<file path="src/rtl/row_renderer.sv">
`default_nettype none
// row_renderer rev 1.0: clears a line buffer to BG_COLOR, then paints entity squares covering the row in table order.
// Optional macro ROW_RENDERER_TRANSPARENT_EN: entities coloured TRANSPARENT_KEY are skipped.
module row_renderer #(
  parameter int XW = 9,
  parameter int ROW_LEN = 320,
  parameter int YW = 8,
  parameter int SW = 5,
  parameter int CW = 24,
  parameter int ENT_AW = 8,
  parameter logic [CW-1:0] BG_COLOR = 24'h000000,
  parameter logic [CW-1:0] TRANSPARENT_KEY = 24'hFF00FF,
  localparam int ENT_W = CW + SW + YW + XW
) (
  input  logic              clock,
  input  logic              reset_reset,
  input  logic              row_start,
  input  logic              screen_start,
  input  logic [ENT_AW:0]   entities_number,
  output logic [ENT_AW-1:0] ent_addr,
  input  logic [ENT_W-1:0]  ent_data,
  output logic [XW-1:0]     wr_addr,
  output logic [CW-1:0]     wr_data,
  output logic              wren,
  output logic              busy,
  output logic              row_done,
  output logic [YW-1:0]     cur_row,
  output logic              overrun
);

  localparam logic [XW:0]   LEN     = (XW+1)'(ROW_LEN);
  localparam logic [XW-1:0] LAST_PX = XW'(ROW_LEN - 1);

`ifdef ROW_RENDERER_TRANSPARENT_EN
  localparam bit KEY_EN = 1'b1;
`else
  localparam bit KEY_EN = 1'b0;
`endif

  typedef enum logic [2:0] {
    S_IDLE, S_CLEAR, S_FETCH, S_CHECK, S_DRAW, S_DONE
  } state_t;

  state_t          state;
  logic [XW-1:0]   px;
  logic [XW:0]     px_end;
  logic [ENT_AW:0] n_ent;
  logic [CW-1:0]   draw_color;
  logic            zero_pending;

  logic [XW-1:0] ent_x;
  logic [YW-1:0] ent_y;
  logic [SW-1:0] ent_side;
  logic [CW-1:0] ent_color;
  logic [YW:0]   y_end;
  logic [XW:0]   x_end;
  logic [XW:0]   clip_end;
  logic          y_hit;
  logic          x_ok;
  logic          keyed;
  logic          hit;
  logic          last_ent;

  assign {ent_color, ent_side, ent_y, ent_x} = ent_data;

  // Sums are one bit wider than their operands so squares near the edge never wrap.
  assign y_end    = {1'b0, ent_y} + (YW+1)'(ent_side);
  assign x_end    = {1'b0, ent_x} + (XW+1)'(ent_side);
  assign clip_end = (x_end > LEN) ? LEN : x_end;
  assign y_hit    = (ent_side != '0) && (cur_row >= ent_y) && ({1'b0, cur_row} < y_end);
  assign x_ok     = ({1'b0, ent_x} < LEN);
  assign keyed    = KEY_EN && (ent_color == TRANSPARENT_KEY);
  assign hit      = y_hit && x_ok && !keyed;
  assign last_ent = ({1'b0, ent_addr} == (n_ent - (ENT_AW+1)'(1)));

  always_ff @(posedge clock or negedge reset_reset) begin
    if (!reset_reset) begin
      state        <= S_IDLE;
      px           <= '0;
      px_end       <= '0;
      n_ent        <= '0;
      draw_color   <= '0;
      zero_pending <= 1'b1;
      ent_addr     <= '0;
      wr_addr      <= '0;
      wr_data      <= '0;
      wren         <= 1'b0;
      busy         <= 1'b0;
      row_done     <= 1'b0;
      cur_row      <= '0;
      overrun      <= 1'b0;
    end else begin
      wren     <= 1'b0;
      row_done <= 1'b0;
      if (screen_start) begin
        overrun      <= 1'b0;
        zero_pending <= 1'b1;
      end
      // A row_start while busy aborts the current row and starts the next one from CLEAR.
      if (row_start) begin
        if (state != S_IDLE) overrun <= 1'b1;
        cur_row      <= (screen_start || zero_pending) ? '0 : cur_row + YW'(1);
        zero_pending <= 1'b0;
        n_ent        <= entities_number;
        px           <= '0;
        busy         <= 1'b1;
        state        <= S_CLEAR;
      end else begin
        case (state)
          S_IDLE: ;
          S_CLEAR: begin
            wren    <= 1'b1;
            wr_addr <= px;
            wr_data <= BG_COLOR;
            px      <= px + XW'(1);
            if (px == LAST_PX) begin
              ent_addr <= '0;
              state    <= (n_ent == '0) ? S_DONE : S_FETCH;
            end
          end
          S_FETCH: state <= S_CHECK;
          S_CHECK: begin
            if (hit) begin
              px         <= ent_x;
              px_end     <= clip_end;
              draw_color <= ent_color;
              state      <= S_DRAW;
            end else if (last_ent) begin
              state <= S_DONE;
            end else begin
              ent_addr <= ent_addr + ENT_AW'(1);
              state    <= S_FETCH;
            end
          end
          S_DRAW: begin
            wren    <= 1'b1;
            wr_addr <= px;
            wr_data <= draw_color;
            px      <= px + XW'(1);
            if (({1'b0, px} + (XW+1)'(1)) == px_end) begin
              if (last_ent) begin
                state <= S_DONE;
              end else begin
                ent_addr <= ent_addr + ENT_AW'(1);
                state    <= S_FETCH;
              end
            end
          end
          S_DONE: begin
            busy     <= 1'b0;
            row_done <= 1'b1;
            state    <= S_IDLE;
          end
          default: state <= S_IDLE;
        endcase
      end
    end
  end

endmodule
`default_nettype wire
</file>
<file path="config.mk">
export PLATFORM = sky130hd
export DESIGN_NAME = row_renderer
export DESIGN_NICKNAME = d
export VERILOG_FILES = /design/src/rtl/row_renderer.sv
export SDC_FILE = /design/constraint.sdc
export NUM_CORES = 1
export LEC_CHECK = 0
export ABC_AREA = 1
export CORE_MARGIN = 2
export CORE_UTILIZATION = 50
export CTS_BUF_LIST = sky130_fd_sc_hd__clkbuf_2
export CTS_CLUSTER_SIZE = 12
export DETAILED_ROUTE_END_ITERATION = 7
export PLACE_DENSITY = 0.79
export REMOVE_ABC_BUFFERS = 1
export SLEW_MARGIN = 20
export SYNTH_ARGS = -nofsm -noshare
export SYNTH_HDL_FRONTEND = slang
export SYNTH_SLANG_ARGS = --single-unit
export TNS_END_PERCENT = 20
</file>
<file path="constraint.sdc">
create_clock -name clock -period 1.9 [get_ports clock]
set_clock_uncertainty 0.05 [all_clocks]
set_input_delay 0.475 -clock clock [delete_from_list [all_inputs] [get_ports clock]]
set_output_delay 0.475 -clock clock [all_outputs]
set_load 0.005 [all_outputs]
</file>
## Yosys cells after proc, flatten, opt, wreduce, memory -nomap -nowiden

Index checks and enable logic that the tools add are counted.

- Register bits: 109
- Input bits: 59
- Word-level logic and storage cells: 90
- Output and inout port bits: 53

- Order comparisons: 4
- Equality and inequality tests: 15
- Reductions and logical operators: 20
- Bitwise gates (word level): 1
- Add/subtract/negate cells: 7
- Muxes and demuxes: 29

Operators by type and width:

| cell | count |
|---|---|
| one-hot mux 24 bit (2 select lines) | 1 |
| 2-to-1 mux 8 bit | 5 |
| one-hot mux 8 bit (3 select lines) | 1 |
| 2-to-1 mux 3 bit | 6 |
| 2-to-1 mux 9 bit | 2 |
| one-hot mux 9 bit (2 select lines) | 1 |
| adder 8 x 1 -> 8 bit (second input constant) | 2 |
| one-hot mux 3 bit (5 select lines) | 1 |
| 2-to-1 mux 1 bit | 11 |
| adder 9 x 1 -> 10 bit (second input constant) | 1 |
| adder 9 x 5 -> 10 bit | 1 |
| equality test 10 bit | 1 |
| greater-than comparator 10 x 9 -> 1 bit (second input constant) | 1 |
| 2-to-1 mux 10 bit | 1 |
| adder 8 x 5 -> 9 bit | 1 |
| adder 9 x 1 -> 9 bit (second input constant) | 1 |
| equality test 8 x 9 -> 1 bit | 1 |
| equality test 9 bit (second input constant) | 1 |
| logical NOT 9 bit | 1 |
| < comparator 8 x 9 -> 1 bit | 1 |
| < comparator 9 bit (second input constant) | 1 |
| inequality test 3 bit (second input constant) | 3 |
| nonzero test 3 bit | 3 |
| subtractor 9 x 1 -> 9 bit (second input constant) | 1 |
| other kinds (15) | 27 |

## Longest topological paths before layout

Gate-level depths: netlist of the first run.

- Word-level depth: 7
- Gate-level depth with buffers: 22
- Mapped depth without buffers: 21

## Least setup slack after synthesis of the first run

Ideal clock, no wire load.

- Path kind: input port to flip-flop
- Start: input ent_data[9]
- End: register px_end[3]
- Data arrival time: 2809 ps
- Path slack: -1083 ps
- Buffers on the path: 1
- Data required time: 1726 ps
- Library setup time: 124 ps
- Stages on the path: 20
- Cell sequence: ha_1 inv_1 fa_1 o21ai_2 nand2_1 nand2_1 nand2_1 xor2_1 ha_1 a21oi_1 nand2_1 nand2_1 nand2_1 nand2_1 nand3_4 nor2_4 inv_2 buf_2 nand2_1 o21ai_1

- Longest elaborated chain between the ends: 5
- Elaborated cells on any way between the ends: 7
- Those cells by class: add/sub (1); order compare (2); reduce/logical (4)

Ends and longest elaborated chain:

| element | line | source |
|---|---|---|
| start, declared | 21 | `input logic [ENT_W-1:0] ent_data,` |
| adder 8 x 5 -> 9 bit / greater-or-equal comparator 8 bit (equally long branches) | 67, 70 |  |
| < comparator 8 x 9 -> 1 bit / logical AND 1 bit (equally long branches) | 70 | `assign y_hit = (ent_side != '0) && (cur_row >= ent_y) && ({1'b0, cur_row} < y_end);` |
| logical AND 1 bit (*) | 70 |  |
| logical AND 1 bit (*) | 73 | `assign hit = y_hit && x_ok && !keyed;` |
| AND reduction 3 bit (no line) (*) | n/a |  |
| end signal, assigned | 125 | `px_end <= clip_end;` |
| end, declared | 46 | `logic [XW:0] px_end;` |

Every way passes the cells marked *; elsewhere a longest branch is shown, timed or not.
A chain may end at the register's enable or synchronous reset.

## Final worst setup path of the first run

- Start: input ent_data[19]
- End: register px_end[8]

- Longest elaborated chain between the ends: 5
- Elaborated cells on any way between the ends: 10
- Those cells by class: add/sub (2); order compare (2); mux (1); reduce/logical (5)

Ends and longest elaborated chain:

| element | line |
|---|---|
| adder 8 x 5 -> 9 bit / nonzero test 5 bit (equally long branches) | 67, 70 |
| < comparator 8 x 9 -> 1 bit / logical AND 1 bit (equally long branches) | 70 |
| logical AND 1 bit | 70 |
| logical AND 1 bit | 73 |
| AND reduction 3 bit (no line) | n/a |

Several ways; a longest one is shown, not always the timed one.

==> results.sh, run 1 <==
export IMPL_grt_pass1_wl_um=29260
export IMPL_power_frac_clock_pct=22.4
export IMPL_postSynthAreaPerCell_um2=7.428
export IMPL_outcome="finished, violations left"
export IMPL_max_freq_mhz=413.7
export IMPL_drt_antenna_violating_nets=0
export IMPL_yosysUniqueCellTypes=40
export IMPL_worstPathMaxFanout=5
export IMPL_worstMarginPinSlew_ps=365.1
export IMPL_p_total_mw=5.159
export IMPL_r2r_start="cur_row[4]$_DFFE_PN0P_"
export IMPL_vias=6374
export IMPL_ys_warn_count=0
export IMPL_clock_sinks=109
export IMPL_worstSetupPathType="in2reg"
export IMPL_gr_total_overflow=0
export IMPL_first_pass_iters=5
export IMPL_syn_to_final_growth_pct=35.16
export IMPL_drt_wl_total_um=17340
export IMPL_power_density_nw_per_um2=592.0
export IMPL_cp_end_kind="flip-flop"
export IMPL_start_util_pct=51.09
export IMPL_cts_root_buffer="clkbuf_2"
export IMPL_peakVddDrop_mv=0.3706
export IMPL_finalNetCount=1174
export IMPL_gp_congestion=0.8890
export IMPL_place_inst=1227
export IMPL_ys_seq_elements=109
export IMPL_grt_pass1_vias=6168
export IMPL_period_minus_slack_ps=2417
export IMPL_vias_per_cell=5.055
export IMPL_antenna_found_initial=1
export IMPL_yosysSeqAreaShare_pct=42.32
export IMPL_worst_endpoint_required_ps=2410
export IMPL_pwr_share_seq_pct=49.5
export IMPL_cts_clk_slew_worst_paths_ps=310
export IMPL_relSlewSlack_pct=75.66
export IMPL_crit_path_start="ent_data[19]"
export IMPL_p_sw_mw=1.763
export IMPL_die_h_um=117.6
export IMPL_synth_top_area_share_pct=41.92
export IMPL_final_cell_mix="nand2_1, dfrtp_1, inv_1, buf_4, nand3_1"
export IMPL_setup_violations=57
export IMPL_swShare_pct=34.18
export IMPL_htree_levels=3
export IMPL_power_internal_mw=3.396
export IMPL_leakagePower_nw=4.620
export IMPL_startpoint_type="input port"
export IMPL_pwr_share_comb_pct=28.2
export IMPL_ios=112
export IMPL_rows=41
export IMPL_maxCapViolations=0
export IMPL_synth_flop_cell="dfrtp_1"
export IMPL_dp_hpwl_um=12880
export IMPL_port_buffer_count=111
export IMPL_synth_area_um2=6447
export IMPL_grt_max_degree=65
export IMPL_drc=0
export IMPL_numCtsBuffers=9
export IMPL_synth_top_area_cell="dfrtp_1"
export IMPL_drive_gt1_share_pct=20.77
export IMPL_dieArea_um2=13820
export IMPL_die_x_um=117.6
export IMPL_maxSlewViolCount=0
export IMPL_rsz0062_at_grt="yes"
export IMPL_cp_data_arrival_time_ps=2930
export IMPL_fin_ws_ps=-517.2
export IMPL_final_common_cell="nand2_1"
export IMPL_cts_tree="built"
export IMPL_grt_use_total_pct=25.84
export IMPL_final_period_utilization_pct=127.2
export IMPL_clock_latency_ps=650
export IMPL_core_region_area_um2=12620
export IMPL_holdCritPathClass="in2async"
export IMPL_async_reset_ff_share_pct=100.0
export IMPL_finalHoldViolCount=0
export IMPL_final_cells=1261
export IMPL_synth_edf_count=0
export IMPL_violations="setup timing"
export IMPL_clock_path_buffers=2
export IMPL_finalSetupTns_ps=-24090
export IMPL_drt_wirelength_per_cell_um=13.75
export IMPL_synthCells=868
export IMPL_drtIter0Drc=486
export IMPL_num_fill_cells=1071
export IMPL_synth_area_leaders="dfrtp_1, nand2_1, ha_1"
## stage by stage
step	instance area [µm²]	hold WS (ps)	utilization [%]	setup WS [ps]
final	8715	139.6	69.06	-517.2
after global routing	8715	90.33	69.06	-643.5
after CTS	8811	97.78	69.82	-458.8
after detailed placement	8459	251.8	67.03	-1766
after global placement	8459	254.5	67.03	-1700
after floorplan	6350	129.4	-	-1531
## power by group through the flow
| stage | clock, mW | combinational [mW] | sequential, mW |
|---|---|---|---|
| after detailed placement | 0 | 1.43 | 2.58 |
| after floorplan | 0 | 0.661 | 2.58 |
| after CTS | 1.19 | 1.45 | 2.55 |
| after global routing | 1.27 | 1.63 | 2.57 |
| final | 1.15 | 1.45 | 2.55 |
| after global placement | 0 | 1.40 | 2.58 |
## path summary, 6_finish.rpt
path                                             endpoint  slack [ps]  depth (start not counted)
worst max register to register      px_end[8]$_DFFE_PN0P_        -430                         17
max in group asynchronous           px_end[9]$_DFFE_PN0P_        1160                          3
min in group clock              draw_color[2]$_DFFE_PN0P_         260                          3
worst min-delay path               wr_addr[7]$_DFFE_PN0P_         140                          2
worst max-delay path                px_end[8]$_DFFE_PN0P_        -520                         22
worst min register to register    wr_data[11]$_DFFE_PN0P_         470                          2
## critical path, stage by stage
cell	delay, ps
buf_2	130
ha_4	250
a21oi_2	150
nand2_2	90
a21oi_2	150
o21ai_1	80
buf_4	140
xor2_1	140
ha_1	290
nand2_1	60
inv_1	30
nand2_1	50
nand2_1	50
nand2_1	60
nand2_1	60
nand2_2	80
nand3_4	90
nor2_4	110
buf_6	150
buf_6	130
nand2_4	50
o21a_1	110
## cell families (layout without fill, tap and decap cells)
logic type,after synthesis,in the layout,synth area share (%)
AO/OA/AOI/OAI,108,108,9.140
adder cells (fa/ha/maj),32,32,6.443
other,0,1,0
AND/OR/NAND/NOR,471,471,31.36
XOR/XNOR,24,24,3.260
buffers and inverters,124,344,7.471
flip-flops,109,109,42.32
## synthesized netlist by cell type, types with 5 or more instances
library cell / count
nor2_1: 60
nand3_1: 68
dfrtp_1: 108
nand4_1: 11
o211ai_1: 7
a21oi_1: 26
buf_2: 9
inv_1: 96
nor3_1: 13
clkbuf_1: 11
nand2_1: 293
xnor2_1: 6
inv_2: 5
o21ai_1: 13
ha_1: 30
nand2_2: 6
o21ai_0: 53
xor2_1: 18
## routing by layer
| layer | wire [µm] | share of wire, % | GRT usage (%) |
|---|---|---|---|
| met1 | 7591 | 44 | 34.17 |
| met5 | 0 | 0 | 0 |
| met2 | 8569 | 49 | 43.97 |
| met4 | 301 | 1.7 | 7.154 |
| met3 | 875 | 5.0 | 4.360 |
## timing repair
action,CTS,global route
setup buffers,12,2
hold endpoints to repair,109,0
hold buffers,1,0
setup endpoints to repair,107,94
pin swaps,26,7
gates resized for setup,189,54
cloned,2,0
## final cells by class
cell class | instances | area [µm²] | area share, %
inverter | 102 | 389.1 | 4.465
clock inverter | 7 | 96.34 | 1.106
multi-input combinational | 635 | 3322 | 38.12
timing repair buffer | 226 | 1912 | 21.94
tap | 172 | 215.2 | 2.469
antenna | 1 | 2.502 | 0.02871
sequential | 109 | 2733 | 31.36
clock buffer | 9 | 45.04 | 0.5169
## registers in the layout, summed over array words and instances, names as in the netlist
| name | cells |
|---|---|
| busy | 1 |
| px_end | 10 |
| wr_data | 24 |
| ent_addr | 8 |
| wr_addr | 9 |
| px | 9 |
| zero_pending | 1 |
| cur_row | 8 |
| overrun | 1 |
| row_done | 1 |
| state | 3 |
| n_ent | 9 |
| draw_color | 24 |
| wren | 1 |
No activity file was read; power rests on OpenSTA's default activity.
==> run 2, diff against run 1 <==
--- a/config.mk
+++ b/config.mk
@@ -11,6 +11,7 @@
 export CTS_BUF_LIST = sky130_fd_sc_hd__clkbuf_2
 export CTS_CLUSTER_SIZE = 12
 export DETAILED_ROUTE_END_ITERATION = 7
+export MAX_ROUTING_LAYER = met4
 export PLACE_DENSITY = 0.79
 export REMOVE_ABC_BUFFERS = 1
 export SLEW_MARGIN = 20
==> results.sh, run 2 (synthesis gave the netlist of run 1 again) <==
export IMPL_vias=6442
export IMPL_clock_sinks=109
export IMPL_wl_met3_um=876
export IMPL_cts_tree="built"
export IMPL_finalSetupTns_ps=-25950
export IMPL_drt_wirelength_per_cell_um=13.82
export IMPL_syn_to_final_growth_pct=35.18
export IMPL_leakagePower_nw=4.573
export IMPL_dieArea_um2=13820
export IMPL_ios=112
export IMPL_grt_max_degree=66
export IMPL_final_cells=1258
export IMPL_vias_per_cell=5.121
export IMPL_violations="setup timing"
export IMPL_antenna_found_initial=1
export IMPL_utilization_pct=69.07
export IMPL_worstMarginPinSlew_ps=362.0
export IMPL_maxSlewViolCount=0
export IMPL_gr_total_overflow=0
export IMPL_seqCellArea_um2=2735
export IMPL_final_cell_mix="nand2_1, dfrtp_1, inv_1"
export IMPL_top_regs="draw_color (24), wr_data (24), px_end (10)"
export IMPL_wl_met2_um=8597
export IMPL_drive_gt1_share_pct=20.41
export IMPL_cp_end_kind="flip-flop"
export IMPL_max_freq_mhz=410.2
export IMPL_startpoint_type="input port"
export IMPL_core_region_area_um2=12620
export IMPL_relSlewSlack_pct=75.87
export IMPL_rows=41
export IMPL_peakVddDrop_mv=0.3435
export IMPL_dp_hpwl_um=12790
export IMPL_clock_path_buffers=2
export IMPL_start_util_pct=51.09
export IMPL_port_buffer_count=111
export IMPL_worstSetupPathType="in2reg"
export IMPL_fin_ws_ps=-537.7
export IMPL_finalNetCount=1169
export IMPL_drc=0
export IMPL_finalHoldViolCount=0
export IMPL_die_h_um=117.6
export IMPL_drtIter0Drc=489
export IMPL_outcome="finished, violations left"
export IMPL_drt_wl_total_um=17390
export IMPL_period_minus_slack_ps=2438
export IMPL_grt_pass1_wl_um=28810
export IMPL_clock_latency_ps=660
export IMPL_die_x_um=117.6
export IMPL_final_period_utilization_pct=128.3
export IMPL_maxCapViolations=0
export IMPL_rsz0062_at_grt="yes"
export IMPL_highest_layer="met4"
export IMPL_place_inst=1227
export IMPL_cp_data_arrival_time_ps=2970
export IMPL_htree_levels=3
export IMPL_worstPathMaxFanout=8
export IMPL_numCtsBuffers=9
export IMPL_grt_use_total_pct=26.28
export IMPL_setup_violations=60
export IMPL_cts_root_buffer="clkbuf_2"
export IMPL_first_pass_iters=5
export IMPL_worst_endpoint_required_ps=2430
export IMPL_multi_input_area_um2=3323
export IMPL_holdCritPathClass="in2async"
export IMPL_cts_clk_slew_worst_paths_ps=350
export IMPL_gp_congestion=0.9332
export IMPL_route_layer_met1_wl_um=7693
export IMPL_power_density_nw_per_um2=588.0
export IMPL_final_common_cell="nand2_1"
export IMPL_num_fill_cells=1065
export IMPL_grt_pass1_vias=6117
export IMPL_drt_antenna_violating_nets=0
run 2: layer usage:
metal,vias up,GRT usage (%)
li1,3192,-
met1,3033,33.47
met2,196,44.08
met3,21,4.070
met4,0,6.928
met5,-,-
run 2: path summary, 6_finish.rpt:
| path | start | endpoint | slack, ps | cells past startpoint |
|---|---|---|---|---|
| worst max-delay path | ent_data[9] | ent_addr[0]$_DFFE_PN0P_ | -540 | 22 |
| worst min-delay path | reset_reset | cur_row[3]$_DFFE_PN0P_ | 240 | 3 |
| worst max register to register | cur_row[3]$_DFFE_PN0P_ | ent_addr[0]$_DFFE_PN0P_ | -320 | 12 |
| worst min register to register | wr_data[23]$_DFFE_PN0P_ | wr_data[23]$_DFFE_PN0P_ | 470 | 2 |
| max in group asynchronous | reset_reset | state[2]$_DFFE_PN0P_ | 1210 | 3 |
| min in group clock | ent_data[22] | draw_color[0]$_DFFE_PN0P_ | 250 | 3 |
run 2: worst max-delay path, stage by stage:
cell	delay, ps
buf_8	80
ha_4	130
inv_2	40
fa_2	360
o21ai_2	180
nand2_1	80
nand2_1	80
nand2_1	70
xor2_1	140
ha_1	290
nand2_1	70
inv_1	30
nand2_1	50
nand2_1	50
nand2_1	50
nand2_1	60
nand2_2	90
nand3_4	90
nand2_2	140
clkinvlp_4	220
nand3_1	140
nand2_1	60
run 2: through the flow:
step           power [mW]  hold WS [ps]  cell area (µm²)  worst slack (ps)
2_1_floorplan       3.242         129.4             6350             -1531
3_3_place_gp        3.978         404.4             8459             -1707
3_5_place_dp        4.008         408.4             8459             -1811
4_1_cts             5.114         218.2             8811            -545.0
5_1_grt             5.406         201.6             8716            -724.7
6_report            5.125         239.8             8716            -537.7
run 2: what timing repair did:
| action | in CTS | in global routing |
|---|---|---|
| hold buffers | 1 | 0 |
| hold endpoints to repair | 109 | 0 |
| cloned | 2 | 0 |
| buffers inserted | 8 | 1 |
| gates resized for setup | 173 | 63 |
| endpoints found under the setup margin | 107 | 96 |
| pin swaps | 23 | 17 |
run 2: area by class of cell:
cell class	count	area share, %
clock buffers	9	0.5168
inverters	102	4.508
multi-input cells	635	38.13
diodes	3	0.08613
repair buffers	221	21.92
clock inverters	7	0.9905
well taps	172	2.469
flip-flops and latches	109	31.38
run 2: power by group:
part | total [mW] | internal [mW] | switching [mW]
Sequential | 2.55 | 2.44 | 0.110
Combinational | 1.46 | 0.707 | 0.753
Clock | 1.11 | 0.233 | 0.879
==> RTL edit 1, RTL diff (config.mk and constraints of run 1) <==
Put one more register stage on the output `cur_row`, with the module's reset. The value now appears one clock later. The other outputs are not delayed to match.
--- a/src/rtl/row_renderer.sv
+++ b/src/rtl/row_renderer.sv
@@ -43,2 +43,4 @@
 
+  logic [YW-1:0] cur_row_s0;
+
   state_t          state;
@@ -69,3 +71,3 @@
   assign clip_end = (x_end > LEN) ? LEN : x_end;
-  assign y_hit    = (ent_side != '0) && (cur_row >= ent_y) && ({1'b0, cur_row} < y_end);
+  assign y_hit    = (ent_side != '0) && (cur_row_s0 >= ent_y) && ({1'b0, cur_row_s0} < y_end);
   assign x_ok     = ({1'b0, ent_x} < LEN);
@@ -89,3 +91,3 @@
       row_done     <= 1'b0;
-      cur_row      <= '0;
+      cur_row_s0   <= '0;
       overrun      <= 1'b0;
@@ -101,3 +103,3 @@
         if (state != S_IDLE) overrun <= 1'b1;
-        cur_row      <= (screen_start || zero_pending) ? '0 : cur_row + YW'(1);
+        cur_row_s0   <= (screen_start || zero_pending) ? '0 : cur_row_s0 + YW'(1);
         zero_pending <= 1'b0;
@@ -159,2 +161,10 @@
 
+  always_ff @(posedge clock or negedge reset_reset) begin
+    if (!reset_reset) begin
+      cur_row <= '0;
+    end else begin
+      cur_row <= cur_row_s0;
+    end
+  end
+
 endmodule
Function: changed (Yosys sat finds a counterexample within 4 cycles, from zero or initial values and one cycle with reset_reset low).
==> RTL edit 1 against run 1 <==
- total power up 18%
- sequential cell count up 8
- fmax down 8.5%
- highest routed layer unchanged
- wire length up 11%
- register-to-register slack worse by 0.04 ns
- the run still ends with setup timing left
- largest cell class unchanged
- area after synthesis up 2.2%
- synthesized cell count down 2.2%
- setup slack worse by 0.22 ns
- cell area up 7.2%
- sequential power up 8.2%
- critical path type unchanged
==> RTL edit 1: results (changes against run 1) <==
* Placement Cell Area at 0.008532 sq mm (was 0.008459 sq mm)
* Clock slew at reported path FFs at 0.22 ns (was 0.31 ns)
* GRT Total Usage at 26.84% (was 25.84%)
* CTS HTree Levels at 4 (was 3)
* Reg-to-reg slack, setup at -0.47 ns (was -0.43 ns)
* Flop pwr share at 45.4% (was 49.5%)
* Layout cells sized above 1 at 28.36% (was 20.77%)
* Critical-path maximum fanout at 6 (was 5)
* Pin count of the biggest net entering global routing at 45 (was 65)
* Cells after synthesis at 849 (was 868)
* DPL Wire Length at 12.19 mm (was 12.88 mm)
* Normalized max-slew margin at 69.83% (was 75.66%)
* Run status: finished, violations left (unchanged)
* GP Congestion at 0.8972 (was 0.8890)
* WL/cell at 15.18 um (was 13.75 um)
* Total vias in the final route at 6,544 (was 6,374)
* Worst reg2reg startpoint: cur_row_s0[6]$_DFFE_PN0P_ (was cur_row[4]$_DFFE_PN0P_)
* Reg2Reg Depth at 15 (was 17)
* Final Hold Slack at 0.09516 ns (was 0.1396 ns)
* Nets at 1,171 (was 1,174)
* Final setup vio count at 54 (was 57)
* Pre-CTS WS at -1.781 ns (was -1.766 ns)
* Failing checks: setup timing (unchanged)
* Peak VDD IR at 355.4 uV (was 370.6 uV)
* Combinational share of power at 26.8% (was 28.2%)
* Area contributors post-synth: dfrtp_1 (44%), nand2_1 (14%), inv_1 (6.3%) (was dfrtp_1 (42%), nand2_1 (17%), ha_1 (5.8%))
* Netlist cell types at 38 (was 40)
* Initial DRC Count at 496 (was 486)
* Register area share after synthesis at 44.45% (was 42.32%)
* Post-synth top cells: nand2_1 (247), dfrtp_1 (116), inv_1 (111), o21ai_0 (71), nor2_1 (52) (was nand2_1 (293), dfrtp_1 (108), inv_1 (96), nand3_1 (68), nor2_1 (60))
* TritonCTS buffer count at 17 (was 9)
* Crit path DAT at 3.18 ns (was 2.93 ns)
* Worst Setup SP: ent_data[12] (was ent_data[19])
* First-pass GRT wire length at 30.46 mm (was 29.26 mm)
* Final worst slack at -0.7405 ns (was -0.5172 ns)
* Switching power at 2070 uW (was 1763 uW)
* Final wirelength at 19.22 mm (was 17.34 mm)
* Leakage at 0.004742 uW (was 0.004620 uW)
* Vias in the first global route at 6,406 (was 6,168)
* Clk Latency, worst-skew pair at 0.69 ns (was 0.65 ns)
-- RTL edit 1: changes by cell type in the layout (fill, tap and decap cells not counted), moves of 8 or more --
| cell | before | now |
|---|---|---|
| nand2_2 | 8 | 22 |
| o21ai_1 | 19 | 30 |
| inv_1 | 93 | 107 |
| nand3_1 | 67 | 46 |
| a21oi_1 | 24 | 13 |
| nand2_1 | 290 | 221 |
| buf_6 | 19 | 9 |
| clkbuf_2 | 40 | 53 |
| o21ai_2 | 3 | 25 |
| nand2_4 | 1 | 10 |
| nor2_1 | 60 | 52 |
-- RTL edit 1: through the flow --
step | setup TNS (ns) | power (uW) | utilization, %
floorplan | -66.65 | 3526 | -
detailed placement | -95.54 | 4333 | 67.06
finish | -34.62 | 6083 | 73.40
global route | -37.44 | 6408 | 73.40
global placement | -90.98 | 4296 | 67.06
CTS | -28.94 | 6021 | 73.23
-- RTL edit 1: how the worst max path moves through the flow --
stage | endpoint | slack (ns) | cells past startpoint
floorplan | px_end[0]$_DFFE_PN0P_ | -1.49 | 19
global placement | px_end[2]$_DFFE_PN0P_ | -1.67 | 20
detailed placement | px_end[2]$_DFFE_PN0P_ | -1.78 | 22
CTS | px_end[3]$_DFFE_PN0P_ | -0.58 | 25
global route | px_end[2]$_DFFE_PN0P_ | -0.81 | 25
finish | draw_color[9]$_DFFE_PN0P_ | -0.74 | 23
-- RTL edit 1: cell type report --
type                            count  area share [%]
Antenna cell                        1         0.02680
Clock buffer                       18          0.9648
Clock inverter                     14           1.608
Inverter                          120           4.891
Multi-Input combinational cell    591           36.47
Sequential cell                   117           31.44
Tap cell                          172           2.305
Timing Repair Buffer              233           22.30
-- RTL edit 1: kinds of logic after synthesis --
group / share of synthesized area [%]
xor+xnor: 2.260
fa+ha+maj: 6.305
compound gates: 11.24
simple gates: 27.21
flops: 44.46
buf+inv: 8.526
-- RTL edit 1: routing by layer --
metal	share of wire, %	global-route usage (%)	vias to the layer above
li1	-	-	3179
met1	42	33.32	3082
met2	50	46.48	239
met3	5.4	5.068	44
met4	2.8	9.747	0
met5	0	0	-
-- RTL edit 1: worst max-delay path, cell delays in order --
cell and delay [ns]:
clkdlybuf4s15_2 0.21, ha_4 0.23, a21oi_2 0.19, o21ai_2 0.11, nand2_1 0.09, nand2_2 0.07, buf_4 0.13, buf_4 0.12
buf_4 0.12, buf_4 0.12, buf_4 0.12, buf_4 0.12, buf_4 0.12, nand4_1 0.09, nand2_2 0.10, nand3_4 0.08
nor2_4 0.05, buf_6 0.12, buf_8 0.12, buf_12 0.13, buf_16 0.14, nand2_4 0.05, o21ai_1 0.05
-- RTL edit 1: timing repair --
item,4_1_cts,5_1_grt
resized for setup,215,113
hold buffers,1,0
cloned,7,1
endpoints found under the setup margin,107,95
hold endpoints to repair,116,0
buffers inserted,25,5
pin swaps,28,25
==> RTL edit 2, RTL diff (config.mk and constraints of run 1) <==
Without the edit above. The option `ROW_RENDERER_TRANSPARENT_EN` is turned on by a define.
--- a/src/rtl/row_renderer.sv
+++ b/src/rtl/row_renderer.sv
@@ -3,2 +3,4 @@
 // Optional macro ROW_RENDERER_TRANSPARENT_EN: entities coloured TRANSPARENT_KEY are skipped.
+`define ROW_RENDERER_TRANSPARENT_EN
+
 module row_renderer #(
Check against the original RTL: no difference found for any inputs over 4 cycles, from zero or initial values and one cycle with reset_reset low; that may be too few to reach the edited logic, so the function may still have changed.
==> RTL edit 2 against run 1 <==
- the flow still finishes with violations (setup timing)
- setup slack got worse by 0.25 ns
- area after synthesis rose by 3.3%
- register-to-register slack got worse by 0.09 ns
- total power rose by 1.8%
- wire length rose by 20%
- sequential cell count did not move
- combinational power rose by 10%
- cell area rose by 11%
- count of clock-buffer cells in the layout rose by 1
- final cell count rose by 8.5%
- via count rose by 14%
- critical path type unchanged
- critical endpoint is now draw_color[6]$_DFFE_PN0P_
==> RTL edit 2: results (changes against run 1) <==
* Reg2Reg Depth at 14 (was 17)
* Post-synthesis average cell area at 7.185 sq um (was 7.428 sq um)
* Peak VDD IR at 366.8 uV (was 370.6 uV)
* WL/cell at 15.20 um (was 13.75 um)
* Worst reg2reg startpoint: cur_row[2]$_DFFE_PN0P_ (was cur_row[4]$_DFFE_PN0P_)
* Total vias in the final route at 7,240 (was 6,374)
* Crit path DAT at 3.23 ns (was 2.93 ns)
* Fin Setup TNS at -37.25 ns (was -24.09 ns)
* Final worst slack at -0.7710 ns (was -0.5172 ns)
* Post-synthesis compound-gate area fraction at 10.16% (was 9.140%)
* Synth Area in XOR/XNOR at 1.841% (was 3.260%)
* Pre-CTS WS at -1.879 ns (was -1.766 ns)
* First-pass GRT wire length at 33.03 mm (was 29.26 mm)
* GP Congestion at 0.8861 (was 0.8890)
* Placed cell count at 1,320 (was 1,227)
* CP max-delay cell: fa_2 (was ha_1)
* Critical-path maximum fanout at 6 (was 5)
* Vias per std cell at 5.292 (was 5.055)
* Final setup vio count at 62 (was 57)
* CP peak stage delay at 0.32 ns (was 0.29 ns)
* Failing checks: setup timing (unchanged)
* Clock slew at reported path FFs at 0.33 ns (was 0.31 ns)
* Run status: finished, violations left (unchanged)
* Netlist cell types at 36 (was 40)
* Placement Cell Area at 0.008945 sq mm (was 0.008459 sq mm)
* Initial DRC Count at 721 (was 486)
==> RTL edit 2: final cells by class <==
type,instances,area (sq um)
fill,944,3455
tap,176,220.2
timing repair buffer,272,2512
inverter,129,484.2
sequential,109,2730
clock inverter,6,57.56
clock buffer,10,50.05
multi-input combinational,665,3626
antenna,1,2.502
==> RTL edit 2: power breakdown <==
part	switching [uW]	internal, uW	total, uW
Combinational	851	752	1600
Clock	893	212	1100
Sequential	96.9	2450	2540
Total	1840	3410	5250
==> RTL edit 2: final timing paths <==
kind / slack (ns) / end
worst min register to register: 0.48 / wr_data[20]$_DFFE_PN0P_
min in group clock: 0.28 / n_ent[7]$_DFFE_PN0P_
worst max-delay path: -0.77 / draw_color[6]$_DFFE_PN0P_
worst max register to register: -0.52 / draw_color[6]$_DFFE_PN0P_
worst min-delay path: 0.19 / wr_addr[0]$_DFFE_PN0P_
max in group asynchronous: 1.00 / zero_pending$_DFFE_PN1P_
==> RTL edit 2: repair_timing <==
item,in CTS,in global routing
endpoints found under the hold margin,46,0
buffers inserted,25,1
pin swaps,33,25
endpoints found under the setup margin,107,103
hold buffers,1,0
gates cloned,5,2
gates resized for setup,199,112
==> RTL edit 2: kinds of logic after synthesis <==
| kind of cell | count (synthesis) |
|---|---|
| compound gates | 129 |
| xor+xnor | 14 |
| fa+ha+maj | 32 |
| buf+inv | 153 |
| flops | 109 |
| simple gates | 490 |
==> RTL edit 2: routing by layer <==
| metal | part of all wire (%) | GRT usage (%) | vias to the layer above |
|---|---|---|---|
| met5 | 0 | 0 | - |
| met4 | 3.6 | 12.43 | 0 |
| met3 | 5.3 | 3.879 | 70 |
| met2 | 50 | 48.74 | 308 |
| met1 | 41 | 36.73 | 3363 |
| li1 | - | - | 3499 |
